$ cat config.mk
export PLATFORM = sky130hd
export DESIGN_NAME = display_scan
export DESIGN_NICKNAME = d
export VERILOG_FILES = /design/src/rtl/display_scan.sv
export SDC_FILE = /design/constraint.sdc
export NUM_CORES = 1
export LEC_CHECK = 0
export CELL_PAD_IN_SITES_DETAIL_PLACEMENT = 0
export CELL_PAD_IN_SITES_GLOBAL_PLACEMENT = 1
export CORE_UTILIZATION = 45
export DETAILED_ROUTE_END_ITERATION = 8
export GPL_TIMING_DRIVEN = 0
export PLACE_DENSITY_LB_ADDON = 0.1
export SLEW_MARGIN = 10
export SYNTH_ARGS = -nofsm -noshare
export SYNTH_HDL_FRONTEND = slang
export SYNTH_SLANG_ARGS = --single-unit
$ cat constraint.sdc
create_clock -name clk -period 3.25 [get_ports clk]
set_clock_uncertainty 0.2 [all_clocks]
set_input_delay 0.325 -clock clk [delete_from_list [all_inputs] [get_ports clk]]
set_output_delay 0.325 -clock clk [all_outputs]
set_load 0.01 [all_outputs]
$ cat src/rtl/display_scan.sv
// display_scan: time-multiplexed 7-segment scan controller.
// Walks NUM_DIGITS digits. Each digit slot has a guard interval with all anodes
// off, followed by a lit interval. Digit content is double-buffered. A new
// load waits in the pending buffer until the next frame boundary.
// Optional feature: define LEADING_ZERO_BLANK_EN to blank leading zero digits.
module display_scan #(
  parameter int unsigned NUM_DIGITS   = 8,
  parameter int unsigned REFRESH_DIV  = 100000,
  parameter int unsigned GUARD_CYCLES = 16
) (
  input  logic                    clk,
  input  logic                    rst_n,
  input  logic [4*NUM_DIGITS-1:0] digits_in,
  input  logic                    load,
  input  logic [NUM_DIGITS-1:0]   blank_mask,
  input  logic [NUM_DIGITS-1:0]   dp_mask,
  output logic [3:0]              q,
  output logic [NUM_DIGITS-1:0]   an,
  output logic                    dp,
  output logic                    frame_done
);

  localparam int unsigned CNT_MAX = (REFRESH_DIV > GUARD_CYCLES) ? REFRESH_DIV : GUARD_CYCLES;
  localparam int unsigned CNT_W   = (CNT_MAX > 1) ? $clog2(CNT_MAX) : 1;
  localparam int unsigned IDX_W   = (NUM_DIGITS > 1) ? $clog2(NUM_DIGITS) : 1;

  localparam logic [CNT_W-1:0] GUARD_LAST   = CNT_W'(GUARD_CYCLES - 1);
  localparam logic [CNT_W-1:0] REFRESH_LAST = CNT_W'(REFRESH_DIV - 1);
  localparam logic [IDX_W-1:0] IDX_LAST     = IDX_W'(NUM_DIGITS - 1);

  typedef enum logic [0:0] {
    ST_GUARD = 1'b0,
    ST_SHOW  = 1'b1
  } state_e;

  state_e                  state_q, state_d;
  logic [IDX_W-1:0]        idx_q, idx_d;
  logic [CNT_W-1:0]        cnt_q, cnt_d;

  logic [4*NUM_DIGITS-1:0] act_dig_q, act_dig_d;
  logic [NUM_DIGITS-1:0]   act_blank_q, act_blank_d;
  logic [NUM_DIGITS-1:0]   act_dp_q, act_dp_d;
  logic [4*NUM_DIGITS-1:0] pend_dig_q, pend_dig_d;
  logic [NUM_DIGITS-1:0]   pend_blank_q, pend_blank_d;
  logic [NUM_DIGITS-1:0]   pend_dp_q, pend_dp_d;
  logic                    pend_valid_q, pend_valid_d;

  logic [3:0]              q_q, q_d;
  logic [NUM_DIGITS-1:0]   an_q, an_d;
  logic                    dp_q, dp_d;
  logic                    fd_q, fd_d;

  logic                    slot_end;
  logic                    wrap;
  logic [NUM_DIGITS-1:0]   lz_blank;
  logic [NUM_DIGITS-1:0]   blank_vec;

  assign slot_end = (state_q == ST_GUARD) ? (cnt_q == GUARD_LAST) : (cnt_q == REFRESH_LAST);
  assign wrap     = (state_q == ST_SHOW) && slot_end && (idx_q == IDX_LAST);

  // State register: phase, digit index and slot counter.
  always_ff @(posedge clk or negedge rst_n) begin
    if (!rst_n) begin
      state_q <= ST_GUARD;
      idx_q   <= '0;
      cnt_q   <= '0;
    end else begin
      state_q <= state_d;
      idx_q   <= idx_d;
      cnt_q   <= cnt_d;
    end
  end

  // Next state: guard -> show -> guard of the next digit, with the counter
  // restarting at every phase change.
  always_comb begin
    state_d = state_q;
    idx_d   = idx_q;
    cnt_d   = cnt_q + CNT_W'(1);
    if (slot_end) begin
      cnt_d = '0;
      if (state_q == ST_GUARD) begin
        state_d = ST_SHOW;
      end else begin
        state_d = ST_GUARD;
        idx_d   = (idx_q == IDX_LAST) ? '0 : idx_q + IDX_W'(1);
      end
    end
  end

  // Buffer registers: the active buffer is displayed and the pending buffer is
  // the most recent load.
  always_ff @(posedge clk or negedge rst_n) begin
    if (!rst_n) begin
      act_dig_q    <= '0;
      act_blank_q  <= '0;
      act_dp_q     <= '0;
      pend_dig_q   <= '0;
      pend_blank_q <= '0;
      pend_dp_q    <= '0;
      pend_valid_q <= 1'b0;
    end else begin
      act_dig_q    <= act_dig_d;
      act_blank_q  <= act_blank_d;
      act_dp_q     <= act_dp_d;
      pend_dig_q   <= pend_dig_d;
      pend_blank_q <= pend_blank_d;
      pend_dp_q    <= pend_dp_d;
      pend_valid_q <= pend_valid_d;
    end
  end

  // Buffer update. Pending moves to active only on the frame wrap. A load on
  // the same cycle is applied after the transfer, so it waits for the next
  // frame boundary.
  always_comb begin
    act_dig_d    = act_dig_q;
    act_blank_d  = act_blank_q;
    act_dp_d     = act_dp_q;
    pend_dig_d   = pend_dig_q;
    pend_blank_d = pend_blank_q;
    pend_dp_d    = pend_dp_q;
    pend_valid_d = pend_valid_q;
    if (wrap && pend_valid_q) begin
      act_dig_d    = pend_dig_q;
      act_blank_d  = pend_blank_q;
      act_dp_d     = pend_dp_q;
      pend_valid_d = 1'b0;
    end
    if (load) begin
      pend_dig_d   = digits_in;
      pend_blank_d = blank_mask;
      pend_dp_d    = dp_mask;
      pend_valid_d = 1'b1;
    end
  end

`ifdef LEADING_ZERO_BLANK_EN
  logic zero_above;

  // Leading-zero blanking. Scan from the top digit downward while every digit
  // seen so far is zero. Digit 0 is always exempt.
  always_comb begin
    zero_above = 1'b1;
    lz_blank   = '0;
    for (int unsigned k = 0; k < NUM_DIGITS; k++) begin
      zero_above = zero_above & (act_dig_d[4*(NUM_DIGITS-1-k) +: 4] == 4'd0);
      if (k != NUM_DIGITS - 1) lz_blank[NUM_DIGITS-1-k] = zero_above;
    end
  end
`else
  assign lz_blank = '0;
`endif

  // Per-digit blank decision from the active buffer: mask bit, reserved
  // codes 13/15, or leading zero.
  always_comb begin
    blank_vec = '0;
    for (int unsigned i = 0; i < NUM_DIGITS; i++) begin
      blank_vec[i] = act_blank_d[i] | lz_blank[i]
                   | (act_dig_d[4*i +: 4] == 4'd13)
                   | (act_dig_d[4*i +: 4] == 4'd15);
    end
  end

  // Output decode. It uses next-state values so the registered outputs line up
  // with the registered state. q changes only on guard entry.
  always_comb begin
    q_d  = q_q;
    an_d = '1;
    dp_d = 1'b1;
    fd_d = wrap;
    if ((state_q == ST_SHOW) && slot_end) begin
      q_d = act_dig_d[{idx_d, 2'b00} +: 4];
    end
    if ((state_d == ST_SHOW) && !blank_vec[idx_d]) begin
      an_d[idx_d] = 1'b0;
      dp_d        = ~act_dp_d[idx_d];
    end
  end

  // Output registers.
  always_ff @(posedge clk or negedge rst_n) begin
    if (!rst_n) begin
      q_q  <= '0;
      an_q <= '1;
      dp_q <= 1'b1;
      fd_q <= 1'b0;
    end else begin
      q_q  <= q_d;
      an_q <= an_d;
      dp_q <= dp_d;
      fd_q <= fd_d;
    end
  end

  assign q          = q_q;
  assign an         = an_q;
  assign dp         = dp_q;
  assign frame_done = fd_q;

  // Safety: never more than one anode on, and none during a guard interval.
  always_ff @(posedge clk) begin
    if (rst_n) begin
      assert ($onehot0(~an_q));
      if (state_q == ST_GUARD) assert (an_q == '1);
    end
  end

endmodule

### Word level (Yosys, flattened, before mapping)

Index checks and enable logic that the tools add are counted.

* output and inout bits: 14
* bits in registers: 132
* logic and storage cells: 83

* order comparisons: 2
* mux-type cells: 20
* reductions and logical operators: 7
* shifts and indexed selects: 1
* equal/unequal tests: 19
* add/sub/neg operators: 2
* bitwise operators: 18

Operators with widths (number)
* $eq A4 B4 Y1 const B: 16
* $mux W32: 1
* $shiftx A32 B6 Y4: 1
* $mux W8: 3
* $add A17 B1 Y17 const B: 1
* $eq A17 B17 Y1 const B: 1
* $eq A17 B4 Y1 const B: 1
* $mux W17: 1
* $or A1 B1 Y1: 16
* $mux W1: 9
* $mux W3: 3
* $not A8 Y8: 1
* $bmux W1 S3: 2
* $logic_and A1 B1 Y1: 5
* $lt A3 B4 Y1 const B: 1
* $add A3 B1 Y3 const B: 1
* $demux W1 S3: 1
* $eq A3 B3 Y1 const B: 1
* $ge A3 B1 Y1 const B: 1
* $reduce_bool A2 Y1: 1
* $logic_not A1 Y1: 1
* $not A1 Y1: 1

### Depth between registers and ports, before layout

Gate-level depths: netlist of the first run.

* depth after elaboration: 14
* gate-level depth with buffers: 11

### Least setup slack after synthesis of the first run

Ideal clock, no wire load.

* kind: flip-flop to flip-flop
* from: register idx_q[1]
* to: register q_q[1] (netlist: q[1])
* setup slack: 0.634 ns
* required time: 2.913 ns
* stages on the path, launching flop included: 11
* data arrival time: 2.279 ns
* setup time: 0.137 ns
* path through: dfrtp_1 > ha_1 > ha_1 > and2_1 > and3_1 > buf_4 > buf_4 > mux2_2 > o2bb2ai_1 > nor4_1 > a21oi_1

* word-level cells in the longest chain between the ends: 5

RTL lines
* start: declaration: RTL line 37 `logic [IDX_W-1:0] idx_q, idx_d;`
* start signal: assignment: RTL line 69 `idx_q <= idx_d;`
* $eq A3 B3 Y1: RTL line 59 `assign wrap = (state_q == ST_SHOW) && slot_end && (idx_q == IDX_LAST);`
* $logic_and A1 B1 Y1: RTL line 59
* $logic_and A1 B1 Y1: RTL line 124 `if (wrap && pend_valid_q) begin`
* $mux W32: RTL line 124
* net act_dig_d[9]: RTL line 40 `logic [4*NUM_DIGITS-1:0] act_dig_q, act_dig_d;`
* $shiftx A32 B6 Y4: RTL line 174 `q_d = act_dig_d[{idx_d, 2'b00} +: 4];`
* end signal: assignment: RTL line 190 `q_q <= q_d;`
* end: declaration: RTL line 48 `logic [3:0] q_q, q_d;`

The timed path passes the listed nets, and every way through them passes these cells.
A chain may end at the register's enable or synchronous reset.

### Worst setup path in the final report of the first run

* from: register idx_q[1]
* to: register an_q[6] (netlist: an[6])

* word-level cells in the longest chain between the ends: 12

RTL lines
* branches (longest 11 deep; another with $lt A3 B4 Y1)
* $mux W8 (*): RTL line 176 `if ((state_d == ST_SHOW) && !blank_vec[idx_d]) begin`
* net an_d[6]: RTL line 49 `logic [NUM_DIGITS-1:0] an_q, an_d;`
* end signal: assignment: RTL line 191 `an_q <= an_d;`
* end: declaration: RTL line 49

Mark *: on every way through the listed nets, which the timed path passes. The select of a mux whose other input is x is not followed.

==> impl_metrics.py, run 1 <==
metrics = {
    "status": {
        "status": "finished, final reports clean",
    },
    "sta": {
        "fmax_mhz": 330,
        "period_minus_slack_ns": 3.03,
        "slew-limit-headroom": 0.451,
        "finalSetupViolCount": 0,
        "maxSlewViolCount": 0,
        "worst_slew_pin_slew_ns": 0.817,
        "post-route-period-util": 0.931,
        "hold_viol": 0,
        "rsz0062_at_grt": "no",
    },
    "power_and_ir_drop": {
        "p_leak_nw": 3.50,
        "p_per_area_mw_per_mm2": 543,
        "vdd_drop_max_v": 0.000372,
        "p_total_w": 0.00408,
    },
    "critical_path": {
        "end_kind": "flip-flop",
        "cp.arrival_ns": 3.18,
        "start_kind": "flip-flop",
        "critPathRequiredTime_ns": 3.40,
        "worst_path_dominant_cell_family": "simple AND/OR/NAND/NOR gates",
        "crit_top_cell": "nor3b_1",
        "cp_cell_sequence": "ha_1 > ha_2 > nor3b_1 > nand2_1 > nor3_1 > o21ai_0 > nor3b_1 > and4bb_1 > buf_4 > nand3_1",
        "critPathKind": "flip-flop to flip-flop",
        "crit_path_max_fanout": 9,
        "cpPeakStageDelay_ns": 0.47,
        "critPathBufInv": 1,
        "crit_path_top_delay_cell": "dfrtp_2",
    },
    "synthesis": {
        "ys_seq_area_frac": 0.557,
        "async_flop_share": 1.00,
        "synthDistinctLibCells": 62,
        "syn-num-nets": 560,
        "ys.flop_type": "dfrtp_1",
        "synth-edff-count": 0,
        "syn_area_mm2": 0.00595,
        "ys_warn_count": 0,
        "syn_inst": 506,
        "ys_ff_latch": 132,
        "postSynthAreaPerCell_um2": 11.8,
    },
    "cts": {
        "cts_tree": "yes",
        "clock_sinks": 132,
        "worst_skew_pair.late_latency_ns": 0.42,
        "h-tree-depth": 4,
        "post_cts_buffers": 0,
        "cts-buffers-inserted": 17,
        "clock_path_buffers": 2,
        "path_clk_slew_ns": 0.06,
        "cts.root.buffer_cell": "clkbuf_16",
    },
    "floorplanning": {
        "die_w_um": 117,
        "coreArea_mm2": 0.0128,
        "die_area_mm2": 0.0137,
        "start_util": 0.466,
        "dieHeight_um": 117,
        "ioPinCount": 65,
        "rows": 41,
    },
    "routing": {
        "ant_nets": 0,
        "dr.pass1.iters": 4,
        "drt-wirelength-per-cell_um": 18.4,
        "route.detailed.drc": 0,
        "viasPerCell": 5.27,
        "wl_um": 14300,
        "drt_iter0_drc": 264,
        "routed-via-count": 4081,
    },
    "place": {
        "io_buffers": 63,
        "hpwl_um": 10300,
        "place.gp.congestion": 0.884,
        "dp.cells": 742,
    },
    "global_routing": {
        "grt_pass1_vias": 4057,
        "track_usage": 0.227,
        "antenna_found_initial": 0,
        "grt-ovfl-total": 0,
        "grt_max_degree": 76,
        "grt_pass1_wl_um": 22300,
    },
    "finish": {
        "syn_to_final_growth_pct": 26.3,
        "finalNetCount": 644,
        "utilization": 0.589,
        "antenna_cells": 0,
        "layout-drive-gt1-share": 0.231,
        "fin_cells": 775,
    },
    "min_path": {
        "hold_class": "input pin to async pin",
    },
    "flow_run": {
        "maxCapViolations": 0,
    },
}
## power breakdown
group	internal (W)	total, W	switching, W
Sequential	0.00171	0.00174	0.0000386
Combinational	0.000113	0.000182	0.0000696
Clock	0.00143	0.00216	0.000729
## synth_stat cells, drive strengths merged, types with 5 or more instances
| cell type | n | share of area |
|---|---|---|
| mux2 | 72 | 0.14 |
| dfrtp | 123 | 0.52 |
| buf | 13 | 0.015 |
| nor2 | 31 | 0.025 |
| nand3 | 16 | 0.016 |
| o21ai | 7 | 0.0059 |
| a21oi | 13 | 0.011 |
| inv | 14 | 0.0088 |
| xor2 | 10 | 0.015 |
| a31oi | 10 | 0.011 |
| and3 | 14 | 0.016 |
| mux2i | 13 | 0.022 |
| nand2 | 80 | 0.050 |
| nand2b | 7 | 0.0074 |
| clkbuf | 5 | 0.0032 |
| xnor2 | 5 | 0.0074 |
| dfstp | 9 | 0.040 |
## cell usage in the layout (no fill, tap or decap), types with 3 or more instances in the layout
cell type        netlist  final
a21oi_1               13     13
xnor2_1                5      5
mux2i_1               13     12
and3_1                13     13
mux2_4                 4      4
buf_1                  4      4
clkbuf_8               0      3
nor3_1                 4      4
buf_6                  3      4
xor2_1                10     10
clkdlybuf4s50_1        0     62
dfrtp_1              123    122
buf_4                  5      5
o211ai_1               3      3
inv_1                 14     14
o2bb2ai_1              3      3
clkbuf_16              0     17
nor2b_1                4      4
nand2b_1               7      7
nor2_1                29     29
o21ai_0                7      7
nand2_1               80     80
dfstp_2                9      9
nor3b_1                3      3
a31oi_1               10      9
a21o_1                 3      3
mux2_2                67     67
bufinv_16              0      5
nand3_1               15     15
clkbuf_1               5      6
## worst paths after layout
| path | cells after the start | startpoint | slack (ns) | endpoint |
|---|---|---|---|---|
| max | 10 | idx_q[1] | 0.22 | an[6] |
| min | 2 | rst_n | 0.24 | cnt_q[9] |
| max reg2reg | 10 | idx_q[1] | 0.22 | an[6] |
| min reg2reg | 1 | cnt_q[0] | 0.25 | cnt_q[0] |
| max in group asynchronous | 3 | rst_n | 1.83 | an[2] |
| min in group clk | 1 | cnt_q[0] | 0.25 | cnt_q[0] |
## area by class of cell
type / count / area (um2)
clock buffer: 21 / 470
fill: 1091 / 5260
buffer: 18 / 110
tap: 172 / 215
clock inverter: 11 / 196
timing repair buffer: 65 / 669
inverter: 14 / 52.6
multi-input combinational: 342 / 2490
sequential: 132 / 3320
## what timing repair did
action | 4_1_cts | 5_1_grt
setup endpoints to repair | 1 | 10
endpoints found under the hold margin | 57 | 0
gates resized for setup | 1 | 4
hold buffers | 1 | 0
## sequential cells by signal (all words and copies together) (netlist names), 3 cells and up
register and cells:
act_dp_q 8, idx_q 3, cnt_q 17, q 4, an 8, act_dig_q 32, act_blank_q 8, pend_blank_q 8
pend_dp_q 8, pend_dig_q 32
## layer usage
metal,global-route usage,vias up,wire [um]
met5,0,-,0
met4,0.0667,0,119
met3,0.0649,9,684
met2,0.349,78,6640
met1,0.314,2049,6840
li1,-,1945,-
## worst reg2reg max path, delay by kind of cell, from the launching register on
kind,cells,cell delay [ns]
buf+inv,1,0.17
compound gates,1,0.18
simple gates,6,1.42
flops,1,0.47
fa+ha+maj,2,0.54
## stage by stage
step	hold slack [ns]	setup TNS, ns	cell area (um2)	setup WS, ns
3_5_place_dp	0.129	0	6830	0.0465
4_1_cts	0.254	0	7500	0.0423
6_report	0.238	0	7520	0.224
2_1_floorplan	-0.171	0	5950	0.634
3_3_place_gp	0.236	-440.51	6800	-3.46
5_1_grt	0.283	0	7520	0.0588
## cell families after synthesis
family / synth area share
muxes: 0.161
xor gates and xnor gates: 0.0221
DFF: 0.557
adders and majority gates: 0.00631
and+or+nand+nor: 0.152
buffers and inverters: 0.0273
AOI/OAI and AO/OA: 0.0746
No activity file was read; power rests on OpenSTA's default activity.
==> run 2: changes to the inputs <==
GPL_TIMING_DRIVEN = default   (was 0)
==> impl_metrics.py, run 2 (synthesis results as in run 1) <==
metrics = {
    "power_and_ir_drop": {
        "intPower_w": 0.00297,
        "switching_power_w": 0.000842,
        "p_leak_nw": 3.49,
        "power_frac_comb": 0.046,
        "p_per_area_mw_per_mm2": 513,
        "power_frac_clock": 0.496,
        "sequentialPowerShare": 0.458,
        "swShare": 0.221,
        "vdd_drop_max_v": 0.000380,
    },
    "sta": {
        "post-route-period-util": 0.913,
        "slew-limit-headroom": 0.290,
        "worst_slack_ns": 0.283,
        "hold_viol": 0,
        "finalSetupViolCount": 0,
        "tns_ns": 0,
        "rsz0062_at_grt": "no",
        "period_minus_slack_ns": 2.97,
        "worst_slew_pin_slew_ns": 1.06,
        "fmax_mhz": 337,
        "hold_ws_ns": 0.257,
        "maxSlewViolCount": 0,
    },
    "routing": {
        "dr.pass1.iters": 4,
        "wl_um": 13500,
        "ant_nets": 0,
        "viasPerCell": 5.29,
        "drt-wirelength-per-cell_um": 17.5,
        "routed-via-count": 4092,
        "drt_iter0_drc": 229,
        "route.detailed.drc": 0,
    },
    "cts": {
        "post_cts_buffers": 0,
        "cts.root.buffer_cell": "clkbuf_16",
        "cts_tree": "yes",
        "clock_sinks": 132,
        "worst_skew_pair.late_latency_ns": 0.41,
        "path_clk_slew_ns": 0.06,
        "cts-buffers-inserted": 17,
        "h-tree-depth": 4,
        "clock_path_buffers": 2,
    },
    "critical_path": {
        "critPathRequiredTime_ns": 3.33,
        "cp_cell_sequence": "ha_1 > and3_1 > and3_4 > and3_1 > buf_12 > mux2_2 > a32o_1 > a211oi_1 > a21oi_1",
        "crit_path_top_delay_cell": "mux2_2",
        "ff2ff_path_depth": 9,
        "end_kind": "flip-flop",
        "crit_path_max_fanout": 29,
        "crit_top_cell": "and3_1",
        "r2r_start": "cnt_q[0]",
        "r2r-end": "q[0]",
        "cpPeakStageDelay_ns": 0.37,
        "start_kind": "flip-flop",
        "cp.arrival_ns": 3.05,
        "critPathKind": "flip-flop to flip-flop",
        "r2r_slack_ns": 0.28,
    },
    "finish": {
        "mostFrequentLayoutCell": "dfrtp_1",
        "design_area_mm2": 0.00744,
        "reg_top3": "act_dig_q (32), pend_dig_q (32), cnt_q (17)",
        "syn_to_final_growth_pct": 25.0,
        "fillers": 1044,
        "final_cell_mix": "123 x dfrtp_1, 80 x nand2_1, 67 x mux2_2",
        "layout-drive-gt1-share": 0.238,
        "antenna_cells": 0,
        "finalNetCount": 642,
    },
    "floorplanning": {
        "die_w_um": 117,
        "coreArea_mm2": 0.0128,
        "start_util": 0.466,
        "ioPinCount": 65,
        "die_area_mm2": 0.0137,
        "dieHeight_um": 117,
        "rows": 41,
    },
    "min_path": {
        "worstHoldStart": "cnt_q[0]",
        "hold_class": "flip-flop to flip-flop",
        "holdPathStages": 1,
        "whs_endpoint": "cnt_q[0]",
    },
    "global_routing": {
        "grt_max_degree": 66,
        "grt-ovfl-total": 0,
        "grt_pass1_wl_um": 22000,
        "track_usage": 0.220,
        "grt_pass1_vias": 4118,
        "antenna_found_initial": 0,
    },
    "place": {
        "post_dp_cell_area_mm2": 0.00683,
        "io_buffers": 64,
        "hpwl_um": 9830,
        "pre_cts_slack_ns": 0.293,
        "place.gp.congestion": 0.878,
    },
    "status": {
        "status": "finished, final reports clean",
    },
    "flow_run": {
        "maxCapViolations": 0,
    },
}
[run 2: changes by cell type in the layout (fill, tap and decap cells not counted), sizes merged]
cell / delta
clkbuf: -8
buf: +3
bufinv: -3
inv: +1
clkinv: +5
[run 2: how the worst max path moves through the flow]
stage                         from   end
final                     cnt_q[0]  q[0]
after global routing      cnt_q[0]  q[0]
after CTS                 cnt_q[0]  q[0]
after detailed placement  idx_q[1]  q[0]
after global placement    cnt_q[0]  q[0]
after floorplan           idx_q[1]  q[1]
[run 2: power by group through the flow]
stage | clock network (W) | logic (W) | registers [W]
2_1_floorplan | 0 | 0.0000765 | 0.00176
3_5_place_dp | 0 | 0.000180 | 0.00178
4_1_cts | 0.00193 | 0.000183 | 0.00175
6_report | 0.00189 | 0.000177 | 0.00175
5_1_grt | 0.00202 | 0.000196 | 0.00175
3_3_place_gp | 0 | 0.000175 | 0.00177
[run 2: worst max-delay path, delay by kind of cell (launching register included)]
family	cells	cell delay, ns
and+or+nand+nor	3	0.79
AOI/OAI and AO/OA	3	0.72
muxes	1	0.37
DFF	1	0.36
buffers and inverters	1	0.20
adders and majority gates	1	0.19
[run 2: per-layer routing]
layer,global-route usage,vias up,routed length [um],part of all wire
li1,-,1954,-,-
met1,0.313,2026,6470,0.48
met2,0.321,90,6110,0.45
met3,0.0608,22,719,0.053
met5,0,-,0,0
met4,0.0793,0,243,0.018
[run 2: layout make-up]
cell class / instances / area (um2) / share of cell area
inverters: 14 / 52.6 / 0.00706
flip-flops and latches: 132 / 3310 / 0.446
clock buffers: 18 / 439 / 0.0590
well taps: 172 / 215 / 0.0289
multi-input cells: 342 / 2480 / 0.333
clock inverters: 14 / 151 / 0.0203
repair buffers: 81 / 788 / 0.106
[run 2: repair_timing]
| item | CTS | global route |
|---|---|---|
| hold endpoints to repair | 54 | 0 |
| gates resized for setup | 0 | 1 |
| endpoints found under the setup margin | 0 | 9 |
| hold buffers | 1 | 0 |
[run 2: through the flow]
stage | util | total power [W] | instances
finish | 0.582 | 0.00381 | 773
CTS | 0.582 | 0.00386 | 773
global route | 0.582 | 0.00397 | 773
detailed placement | 0.535 | 0.00196 | 740
global placement | 0.535 | 0.00195 | 740
floorplan | - | 0.00183 | 506
